File: src/rtl/regfile_pkg.sv
// Shared register-file definitions used by the writeback arbiter and its bench.
package regfile_pkg;

  localparam int REG_ADDR_W = 5;
  localparam int REG_DATA_W = 32;
  localparam logic [REG_ADDR_W-1:0] REG_ZERO = 5'd0;

  typedef struct packed {
    logic                  valid;
    logic [REG_ADDR_W-1:0] addr;
    logic [REG_DATA_W-1:0] data;
  } wb_req_t;

endpackage

File: src/rtl/rr_arbiter.sv
// Combinational round-robin arbiter: one-hot grant to the first requester at or
// after rr_ptr, wrapping around. Shared with the data-memory port arbiter.
module rr_arbiter #(
  parameter int NREQ = 2
) (
  input  logic [NREQ-1:0]         req,
  input  logic [$clog2(NREQ)-1:0] rr_ptr,
  output logic [NREQ-1:0]         grant
);

  logic found;

  // Search the upper slice [rr_ptr..NREQ-1] first, then the wrapped slice [0..rr_ptr-1].
  always_comb begin
    grant = '0;
    found = 1'b0;
    for (int i = 0; i < NREQ; i++) begin
      if (!found && req[i] && (i >= int'(rr_ptr))) begin
        grant[i] = 1'b1;
        found    = 1'b1;
      end
    end
    for (int i = 0; i < NREQ; i++) begin
      if (!found && req[i] && (i < int'(rr_ptr))) begin
        grant[i] = 1'b1;
        found    = 1'b1;
      end
    end
  end

endmodule

File: src/rtl/regfile_write_arbiter.sv
// Round-robin arbiter sharing the register file's single registered write port.
// Optional decode-stage bypass outputs are built when REGARB_FWD_EN is defined.
module regfile_write_arbiter
  import regfile_pkg::*;
#(
  parameter int NREQ   = 2,
  parameter int ADDR_W = REG_ADDR_W,
  parameter int DATA_W = REG_DATA_W
) (
  input  logic                     CLK,
  input  logic                     RST_N,
  input  logic [NREQ-1:0]          req_valid,
  input  logic [NREQ*ADDR_W-1:0]   req_addr,
  input  logic [NREQ*DATA_W-1:0]   req_data,
  output logic [NREQ-1:0]          req_ready,
  output logic                     RegWrite,
  output logic [ADDR_W-1:0]        writeReg,
  output logic [DATA_W-1:0]        writeData,
  output logic [$clog2(NREQ)-1:0]  grant_id,
  output logic                     busy
`ifdef REGARB_FWD_EN
  ,
  input  logic [ADDR_W-1:0]        fwd_rd_addr1,
  input  logic [ADDR_W-1:0]        fwd_rd_addr2,
  output logic                     fwd_hit1,
  output logic                     fwd_hit2,
  output logic [DATA_W-1:0]        fwd_data
`endif
);

  localparam int GW = $clog2(NREQ);

  logic [NREQ-1:0]   grant;
  logic              xfer;
  logic [GW-1:0]     sel_idx;
  logic [ADDR_W-1:0] sel_addr;
  logic [DATA_W-1:0] sel_data;

  logic [GW-1:0]     rr_ptr_q,     rr_ptr_d;
  logic              reg_write_q,  reg_write_d;
  logic [ADDR_W-1:0] write_reg_q,  write_reg_d;
  logic [DATA_W-1:0] write_data_q, write_data_d;
  logic [GW-1:0]     grant_id_q,   grant_id_d;

  rr_arbiter #(.NREQ(NREQ)) u_rr_arbiter (
    .req    (req_valid),
    .rr_ptr (rr_ptr_q),
    .grant  (grant)
  );

  always_comb begin
    sel_idx  = '0;
    sel_addr = '0;
    sel_data = '0;
    for (int i = 0; i < NREQ; i++) begin
      if (grant[i]) begin
        sel_idx  = GW'(i);
        sel_addr = req_addr[i*ADDR_W +: ADDR_W];
        sel_data = req_data[i*DATA_W +: DATA_W];
      end
    end
  end

  assign xfer = |(grant & req_valid);

  // Writes to register 0 still complete the handshake but never raise RegWrite.
  always_comb begin
    reg_write_d  = 1'b0;
    write_reg_d  = write_reg_q;
    write_data_d = write_data_q;
    grant_id_d   = grant_id_q;
    rr_ptr_d     = rr_ptr_q;
    if (xfer) begin
      reg_write_d  = (sel_addr != ADDR_W'(REG_ZERO));
      write_reg_d  = sel_addr;
      write_data_d = sel_data;
      grant_id_d   = sel_idx;
      rr_ptr_d     = (sel_idx == GW'(NREQ - 1)) ? '0 : sel_idx + GW'(1);
    end
  end

  always_ff @(posedge CLK or negedge RST_N) begin
    if (!RST_N) begin
      reg_write_q  <= 1'b0;
      write_reg_q  <= '0;
      write_data_q <= '0;
      grant_id_q   <= '0;
      rr_ptr_q     <= '0;
    end else begin
      reg_write_q  <= reg_write_d;
      write_reg_q  <= write_reg_d;
      write_data_q <= write_data_d;
      grant_id_q   <= grant_id_d;
      rr_ptr_q     <= rr_ptr_d;
    end
  end

  assign req_ready = grant;
  assign busy      = |req_valid;
  assign RegWrite  = reg_write_q;
  assign writeReg  = write_reg_q;
  assign writeData = write_data_q;
  assign grant_id  = grant_id_q;

`ifdef REGARB_FWD_EN
  // Bypass for a decode-stage read of the register being written on this negedge.
  assign fwd_hit1 = reg_write_q & (write_reg_q == fwd_rd_addr1) & (write_reg_q != ADDR_W'(REG_ZERO));
  assign fwd_hit2 = reg_write_q & (write_reg_q == fwd_rd_addr2) & (write_reg_q != ADDR_W'(REG_ZERO));
  assign fwd_data = write_data_q;
`else
  // No bypass ports or comparators in this build.
`endif

endmodule

File: config.mk
export PLATFORM = sky130hd
export DESIGN_NAME = regfile_write_arbiter
export DESIGN_NICKNAME = d
export VERILOG_FILES = /design/src/rtl/regfile_pkg.sv /design/src/rtl/rr_arbiter.sv /design/src/rtl/regfile_write_arbiter.sv
export SDC_FILE = /design/constraint.sdc
export NUM_CORES = 1
export LEC_CHECK = 0
export CAP_MARGIN = 20
export CORE_MARGIN = 3
export CORE_UTILIZATION = 43
export DETAILED_ROUTE_END_ITERATION = 8
export GPL_ROUTABILITY_DRIVEN = 0
export PLACE_DENSITY_LB_ADDON = 0.2
export SYNTH_ARGS = -nofsm -noshare
export SYNTH_HDL_FRONTEND = slang
export SYNTH_SLANG_ARGS = --single-unit
export TNS_END_PERCENT = 100
File: constraint.sdc
create_clock -name CLK -period 2.5 [get_ports CLK]
set_input_delay 0.375 -clock CLK [delete_from_list [all_inputs] [get_ports CLK]]
set_output_delay 0.375 -clock CLK [all_outputs]
set_load 0.03 [all_outputs]
# --- After elaboration in Yosys (flattened, before gate mapping) ---
# Index checks and enable logic that the tools add are counted.
totals:
  ff_bits: 40
  in_bits: 78
  output_inout_bits: 42
  wordCells: 29
op_classes:
  n_addsub: 1
  magnitude_cmp: 2
  muxes: 11
  bitwise_logic: 1
  reduce_logical: 9
ops:
  columns: ["operator", "n"]
  rows:
  - ["32-bit two-way mux", 2]
  - ["5-bit two-way mux", 2]
  - ["1-bit two-way mux", 7]
  - ["5-bit nonzero test", 1]
  - ["1-bit logical AND", 4]
  - ["2-bit OR reduction", 2]
  - ["2-bit bitwise AND", 1]
  - ["1-bit logical NOT", 2]
  - ["1-bit adder, second input constant", 1]
  - ["1-bit greater-or-equal comparator, first input constant", 1]
  - ["1-bit < comparator, first input constant", 1]

# --- Depth between registers and ports, before layout ---
# Gate-level depths: netlist of the first run.
logic_depth:
  ltp_word: 14
  ltp_mapped: 7
  mapped_depth_nobuf: 3

# --- Cells and area by module ---
# Synthesis of the first run repeated with hierarchy kept, for this count alone.
hier_totals:
  hier_cells: 182
  area_unflattened_um2: 1860.5
by_module_without_submodules:
  columns: ["module", "instances", "cells_each", "area_each_um2"]
  rows:
  - ["regfile_write_arbiter", 1, 179, 1841.8]
  - ["rr_arbiter", 1, 3, 18.8]

# --- Least setup slack after synthesis of the first run ---
# OpenSTA, ideal clock, no wires.
synth_timing:
  path_kind: "in2out"
  startpoint: "input req_valid[1]"
  endpoint: "output busy"
  arrival_ps: 1183
  t_required_ps: 2125
  setup_slack_ps: 942
  stages: 4
  path_cell_list: "buf_2 -> clkbuf_1 -> nor2_1 -> inv_1"
synth_via:
  elab_chain_len: 1
synth_lines:
  columns: ["element", "line_no", "source"]
  rows:
  - ["from (decl)", "regfile_write_arbiter.sv:12", "input logic [NREQ-1:0] req_valid,"]
  - ["2-bit OR reduction", "regfile_write_arbiter.sv:99", "assign busy = |req_valid;"]
  - ["to (decl)", "regfile_write_arbiter.sv:20", "output logic busy"]
# No other way between the ends.

# --- Worst setup path in the final report of the first run ---
layout_timing:
  startpoint: "register rr_ptr_q"
  endpoint: "output req_ready[1]"
layout_via:
  elab_chain_len: 6
layout_lines:
  columns: ["element", "line_no", "source"]
  rows:
  - ["from (decl)", "regfile_write_arbiter.sv:39", "logic [GW-1:0] rr_ptr_q, rr_ptr_d;"]
  - ["from (signal assigned)", "regfile_write_arbiter.sv:94", "rr_ptr_q <= rr_ptr_d;"]
  - ["1-bit greater-or-equal comparator", "rr_arbiter.sv:18", "if (!found && req[i] && (i >= int'(rr_ptr))) begin"]
  - ["1-bit logical AND", "rr_arbiter.sv:18", null]
  - ["1-bit two-way mux", "rr_arbiter.sv:18", null]
  - ["1-bit logical NOT", "rr_arbiter.sv:18", null]
  - ["1-bit logical AND", "rr_arbiter.sv:18", null]
  - ["1-bit two-way mux", "rr_arbiter.sv:18", null]
  - ["to (decl)", "regfile_write_arbiter.sv:15", "output logic [NREQ-1:0] req_ready,"]
# No other way between the ends.

==> impl_metrics.yaml, run 1 <==
logic_synthesis:
  post_synth_xor_area_fraction_pct: 0
  syn_area_per_cell_sq_um: 10.6
  synth_warnings: 0
  main_combinational_cell_family_by_area_after_synthesis: "compound AO/OA/AOI/OAI gates"
  ys_async_sr_fraction_pct: 100
  syn-instance-count: 218
  synthesis.nets: 296
  synth.largest_area_cell: "dfrtp_1"
  synth.top_cells.by_count: "dfrtp_1 (40), or2_2 (34), nand2b_1 (33)"
  synth_seq_area_share_pct: 43.2
  yosys-mux-area-fraction_pct: 0
  post_synthesis_register_bit_count: 40
  synthAdderAreaFrac_pct: 0
  netlist.area_leader.share_pct: 43.2
  synth_area_leaders: "dfrtp_1 (43%), o221a_1 (14%), a21o_1 (10%)"
  mappedNetlistArea_sq_mm: 0.00232
  synth-compound-area-share_pct: 29.9
  dominantRegCellSynth: "dfrtp_1"
  synthSimpleGateAreaFrac_pct: 21.2
  synthMostInstantiatedCell: "dfrtp_1"
  yosys.cell_types.count: 20
  synth-edff-count: 0
global_route:
  maximum_number_of_pins_on_one_net_before_global_route_repair: 56
  grt.overflow.total: 0
  antenna_violations_before_repair: 0
  grt_pass1_vias: 2085
  grtUsageTotal_pct: 19.8
  grt_first_pass_wirelength_um: 9980
clocking:
  tritoncts: "done"
  worst_setup_hold_path_clk_slew_ps: 70
  clock_tree.root_cell: "clkbuf_8"
  clockBufferDepth: 2
  clk_latency_ps: 280
  h-tree-depth: 2
  cts-resized-gates: 0
  post_cts.repair.setup_buffers: 0
  clock_sink_count: 40
  total_cts_buffers: 5
  ctsHoldBuffers: 0
pwr:
  switching_share_pct: 32.0
  switchingPower_w: 0.000636
  power.density_cell_area_mw_per_mm2: 556
  power.internal_w: 0.00135
  leakage_nw: 1.43
  finalPower_w: 0.00199
  clock_power_share_pct: 21.8
  power.combinational.fraction_pct: 39.2
  irDropWorstVdd_v: 0.000263
  p_seq_share_pct: 39.0
place:
  port-buffer-count: 119
  dp_hpwl_um: 4400
finish:
  post_route_cells_drive_above_1_share_pct: 16.8
  layout.nets: 404
  insertedDiodeCount: 0
  synthToLayoutAreaGrowth_pct: 53.9
sta:
  grt_setup_unrepaired: "false"
  slew_viol_final: 0
  finalCriticalPeriod_ps: 1900
  relSlewSlack_pct: 41.6
  timing.final.setup_violations: 0
  worst_slew_pin_slew_ps: 875
  max_clock_freq_mhz: 527
  period_utilisation_layout_pct: 75.8
  worst_clock_skew_ps: 2.41
  totalNegativeSetupSlack_ps: 0
  final_hold_viol_count: 0
run_status:
  outcome: "complete, no violations"
hold_path:
  timing.hold.worst.class: "primary input to asynchronous set/reset pin"
route:
  drc_errors: 0
  post_drt_wl_per_cell_um: 15.8
  drtPass1Iterations: 4
  antenna_violating_nets_post_route: 0
  route.final.wire_length_um: 6260
  detail_route.iter0.violations: 85
  route.vias.total: 2097
  via_per_inst: 5.28
worst_setup_path:
  crit_family: "simple AND/OR/NAND/NOR gates"
  crit_path_start_kind: "flip-flop"
  critical_path_arrival_ps: 1520
  reg2reg_slack_ps: 1040
  r2r.worst_path.cells: 4
  crit_type: "flip-flop to output port"
  worstReg2RegEnd: "RegWrite"
  critical-path-max-stage-delay_ps: 380
  endpoint_kind: "output port"
  critical_path.slowest_cell: "dfrtp_1"
  largest_driver_fanout_on_the_critical_path: 35
  timing.critical_path.buf_inv: 2
  worstReg2RegStart: "rr_ptr_q"
  cp_data_required_time_ps: 2120
  critical_path_cell_list: "nand2b_1 > nand2_8 > inv_1 > buf_4"
run:
  maxCapViolCount: 0
floorplanning:
  die_area_sq_mm: 0.00631
  die_width_um: 79.4
  std_cell_rows: 26
  fp.coreArea_sq_mm: 0.00517
  floorplan.initialDensity_pct: 44.8
  ioPinCount: 120
  die_height_um: 79.4
how the worst max path moves through the flow:
| stage | startpoint | end | slack (ps) | depth (start not counted) |
|---|---|---|---|---|
| finish | rr_ptr_q | req_ready[1] | 600 | 4 |
| global placement | req_valid[0] | busy | 640 | 4 |
| floorplan | req_valid[1] | busy | 940 | 4 |
| detailed placement | req_valid[0] | busy | 630 | 4 |
| CTS | rr_ptr_q | req_ready[1] | 570 | 4 |
| global route | rr_ptr_q | req_ready[1] | 470 | 4 |
worst register-to-register path, cell delays in order, from the launching register on:
cell	delay, ps
dfrtp_1	340
buf_4	350
a21boi_2	180
a32oi_1	310
nand4_1	140
sequential cells by signal, indices dropped and copies added (netlist names):
name	count
RegWrite	1
grant_id	1
rr_ptr_q	1
writeData	32
writeReg	5
per-stage QoR:
step	utilization, %	hold WS [ps]	worst slack, ps	cell area, sq um	std cells
after floorplan	-	79.4	942	2320	218
after global placement	67.2	466	638	3480	389
after detailed placement	67.2	472	627	3480	389
after CTS	69.0	246	566	3570	397
after global routing	69.0	280	473	3570	397
final	69.0	210	604	3570	397
cells by family (layout without fill, tap and decap cells):
logic type      count (synthesis)  after routing
compound gates                 74             74
flops                          40             40
buf+inv                        24            133
simple gates                   80             80
cell usage in the layout, fill, tap and decap left out:
cell / netlist / layout
clkdlybuf4s50_1: 0 / 114
o221a_1: 29 / 29
dfrtp_1: 40 / 40
a211o_1: 2 / 2
buf_2: 4 / 3
nor2_1: 3 / 3
nor2b_1: 2 / 2
clkbuf_1: 11 / 2
a21boi_2: 1 / 1
nand2b_1: 33 / 33
o21ai_0: 1 / 1
nand2_8: 1 / 1
a21o_1: 32 / 32
buf_4: 2 / 5
a32oi_1: 4 / 4
or2_2: 34 / 34
inv_1: 3 / 3
nand2_1: 6 / 6
o221a_2: 5 / 5
clkbuf_8: 0 / 6
nand4_1: 1 / 1
layer usage:
metal | GRT usage (%) | share of wire (%) | vias up
li1 | - | - | 1003
met4 | 4.64 | 0.78 | 0
met3 | 5.19 | 7.4 | 5
met2 | 32.5 | 48 | 79
met5 | 0 | 0 | -
met1 | 26.3 | 44 | 1010
area by class of cell:
class / instances / area [sq um]
multi-input cells: 154 / 1180
fillers: 411 / 1610
well taps: 70 / 87.6
repair buffers: 122 / 1190
inverters: 3 / 11.3
flip-flops and latches: 40 / 1000
clock buffers: 8 / 90.1
power groups by stage:
stage,sequential [W],clock (W),combinational (W)
6_report,0.000774,0.000432,0.000779
5_1_grt,0.000785,0.000474,0.000829
4_1_cts,0.000774,0.000443,0.000787
3_5_place_dp,0.000784,0,0.000785
3_3_place_gp,0.000783,0,0.000773
2_1_floorplan,0.000950,0,0.000274
No activity file was read; power rests on OpenSTA's default activity.
==> run 2: changes to the inputs <==
Settings changed: CORE_UTILIZATION 43 to 40.
Clock period 2.5 ns to 1.9 ns, I/O delays scaled along.
==> run 2 against run 1 <==
- clock power rose by 62%
- critical path depth did not move
- via count rose by 1.2%
- non-clock buffer count rose by 4
- register-to-register slack got worse by 430 ps
- clock skew rose by 7.5 ps
==> impl_metrics.yaml, run 2 (synthesized netlist as in run 1, its figures left out) <==
floorplanning:
  die_area_sq_mm: 0.00674
  ioPinCount: 120
  std_cell_rows: 27
  die_width_um: 82.1
  die_height_um: 82.1
  fp.coreArea_sq_mm: 0.00554
  floorplan.initialDensity_pct: 41.8
finish:
  largest_register_ff_count: 32
  number_of_cells_in_the_finished_layout_apart_from_fillers: 403
  layout.nets: 408
  insertedDiodeCount: 0
  synthToLayoutAreaGrowth_pct: 56.9
  mostFrequentLayoutCells: "clkdlybuf4s50_1 (113), dfrtp_1 (40), or2_2 (34), nand2b_1 (32), a21o_1 (32)"
  layout.area.seq_sq_mm: 0.00100
  final.fill_count: 454
  most_common_cell_after_layout_fill_and_taps_aside: "clkdlybuf4s50_1"
  post_route_cell_area_sq_mm: 0.00364
  post_route_cells_drive_above_1_share_pct: 18.7
  post-route-util_pct: 65.6
  multi_input_comb_area_sq_mm: 0.00119
pwr:
  switchingPower_w: 0.000881
  finalPower_w: 0.00276
  leakage_nw: 1.46
  power.internal_w: 0.00188
  switching_share_pct: 32.0
  p_seq_share_pct: 37.2
  irDropWorstVdd_v: 0.000470
  power.combinational.fraction_pct: 37.5
  power.density_cell_area_mw_per_mm2: 758
  clock_power_share_pct: 25.3
worst_setup_path:
  critical_path.slowest_cell: "dfrtp_1"
  crit_path_start_kind: "flip-flop"
  cp_data_required_time_ps: 1620
  critical-path-max-stage-delay_ps: 400
  critical_path_arrival_ps: 1480
  crit_type: "flip-flop to output port"
  largest_driver_fanout_on_the_critical_path: 35
  endpoint_kind: "output port"
  critical_path_cell_list: "nand2b_2 > nand2_8 > inv_1 > buf_4"
clocking:
  clk_latency_ps: 300
  h-tree-depth: 2
  clock_tree.root_cell: "clkbuf_8"
  tritoncts: "done"
  post_cts.repair.setup_buffers: 0
  clock_sink_count: 40
  total_cts_buffers: 5
  worst_setup_hold_path_clk_slew_ps: 90
  clockBufferDepth: 2
route:
  antenna_violating_nets_post_route: 0
  route.vias.total: 2123
  post_drt_wl_per_cell_um: 16.3
  drc_errors: 0
  via_per_inst: 5.27
  drtPass1Iterations: 4
  detail_route.iter0.violations: 123
  route.final.wire_length_um: 6580
place:
  dp.cells: 394
  dp_hpwl_um: 4640
  port-buffer-count: 119
  placed_cell_area_sq_mm: 0.00351
global_route:
  grt.overflow.total: 0
  antenna_violations_before_repair: 0
  grt_first_pass_wirelength_um: 10400
  grtUsageTotal_pct: 20.2
  maximum_number_of_pins_on_one_net_before_global_route_repair: 71
  grt_pass1_vias: 2207
run_status:
  outcome: "complete, no violations"
hold_path:
  timing.hold.worst.class: "primary input to asynchronous set/reset pin"
sta:
  period_utilisation_layout_pct: 93.0
  timing.final.setup_violations: 0
  final_hold_viol_count: 0
  worst_slew_pin_slew_ps: 423
  grt_setup_unrepaired: "false"
  relSlewSlack_pct: 71.8
  slew_viol_final: 0
  worst_clock_skew_ps: 9.90
  finalCriticalPeriod_ps: 1770
  max_clock_freq_mhz: 566
  totalNegativeSetupSlack_ps: 0
run:
  maxCapViolCount: 0
-- run 2: final timing paths --
kind / from / endpoint / slack, ps / cells after the start
worst max-delay path: rr_ptr_q / req_ready[1] / 130 / 4
min in group CLK: req_valid[0] / rr_ptr_q / 460 / 3
worst min-delay path: RST_N / writeData[12] / 390 / 2
max in group asynchronous: RST_N / writeData[24] / 980 / 3
worst max register to register: rr_ptr_q / writeData[0] / 610 / 3
worst min register to register: writeReg[0] / writeReg[0] / 500 / 2
-- run 2: cell type report --
| type | instances | area share, % |
|---|---|---|
| Inverter | 3 | 0.310 |
| Clock buffer | 5 | 1.89 |
| Sequential cell | 40 | 27.5 |
| Timing Repair Buffer | 126 | 34.0 |
| Clock inverter | 3 | 1.17 |
| Tap cell | 72 | 2.48 |
| Multi-Input combinational cell | 154 | 32.6 |
-- run 2: power groups by stage --
| stage | Clock [W] | Combinational, W | Sequential (W) |
|---|---|---|---|
| after floorplan | 0 | 0.000360 | 0.00125 |
| after global placement | 0 | 0.00103 | 0.00104 |
| after detailed placement | 0 | 0.00104 | 0.00104 |
| after CTS | 0.000713 | 0.00104 | 0.00103 |
| after global routing | 0.000751 | 0.00110 | 0.00104 |
| final | 0.000699 | 0.00103 | 0.00102 |
-- run 2: routing by layer --
metal | global-route usage [%] | part of all wire [%]
met5 | 0 | 0
met4 | 5.48 | 1.3
met3 | 4.99 | 7.1
met2 | 33.1 | 46
met1 | 26.5 | 45
-- run 2: repair_timing --
item | 4_1_cts | 5_1_grt
resized for setup | 0 | 1
endpoints found under the hold margin | 11 | 0
endpoints found under the setup margin | 0 | 1
hold buffers | 1 | 0
-- run 2: per-stage QoR --
step | hold slack [ps] | worst slack (ps)
final | 394 | 133
after global routing | 418 | 34.5
after CTS | 396 | 7.25
after detailed placement | 195 | 333
after global placement | 195 | 346
after floorplan | -10.6 | 455
-- run 2: critical path: cells and delay by family, from the launching register on --
family | cells | cell delay [ps]
and+or+nand+nor | 2 | 550
buffers and inverters | 2 | 240
DFF | 1 | 400
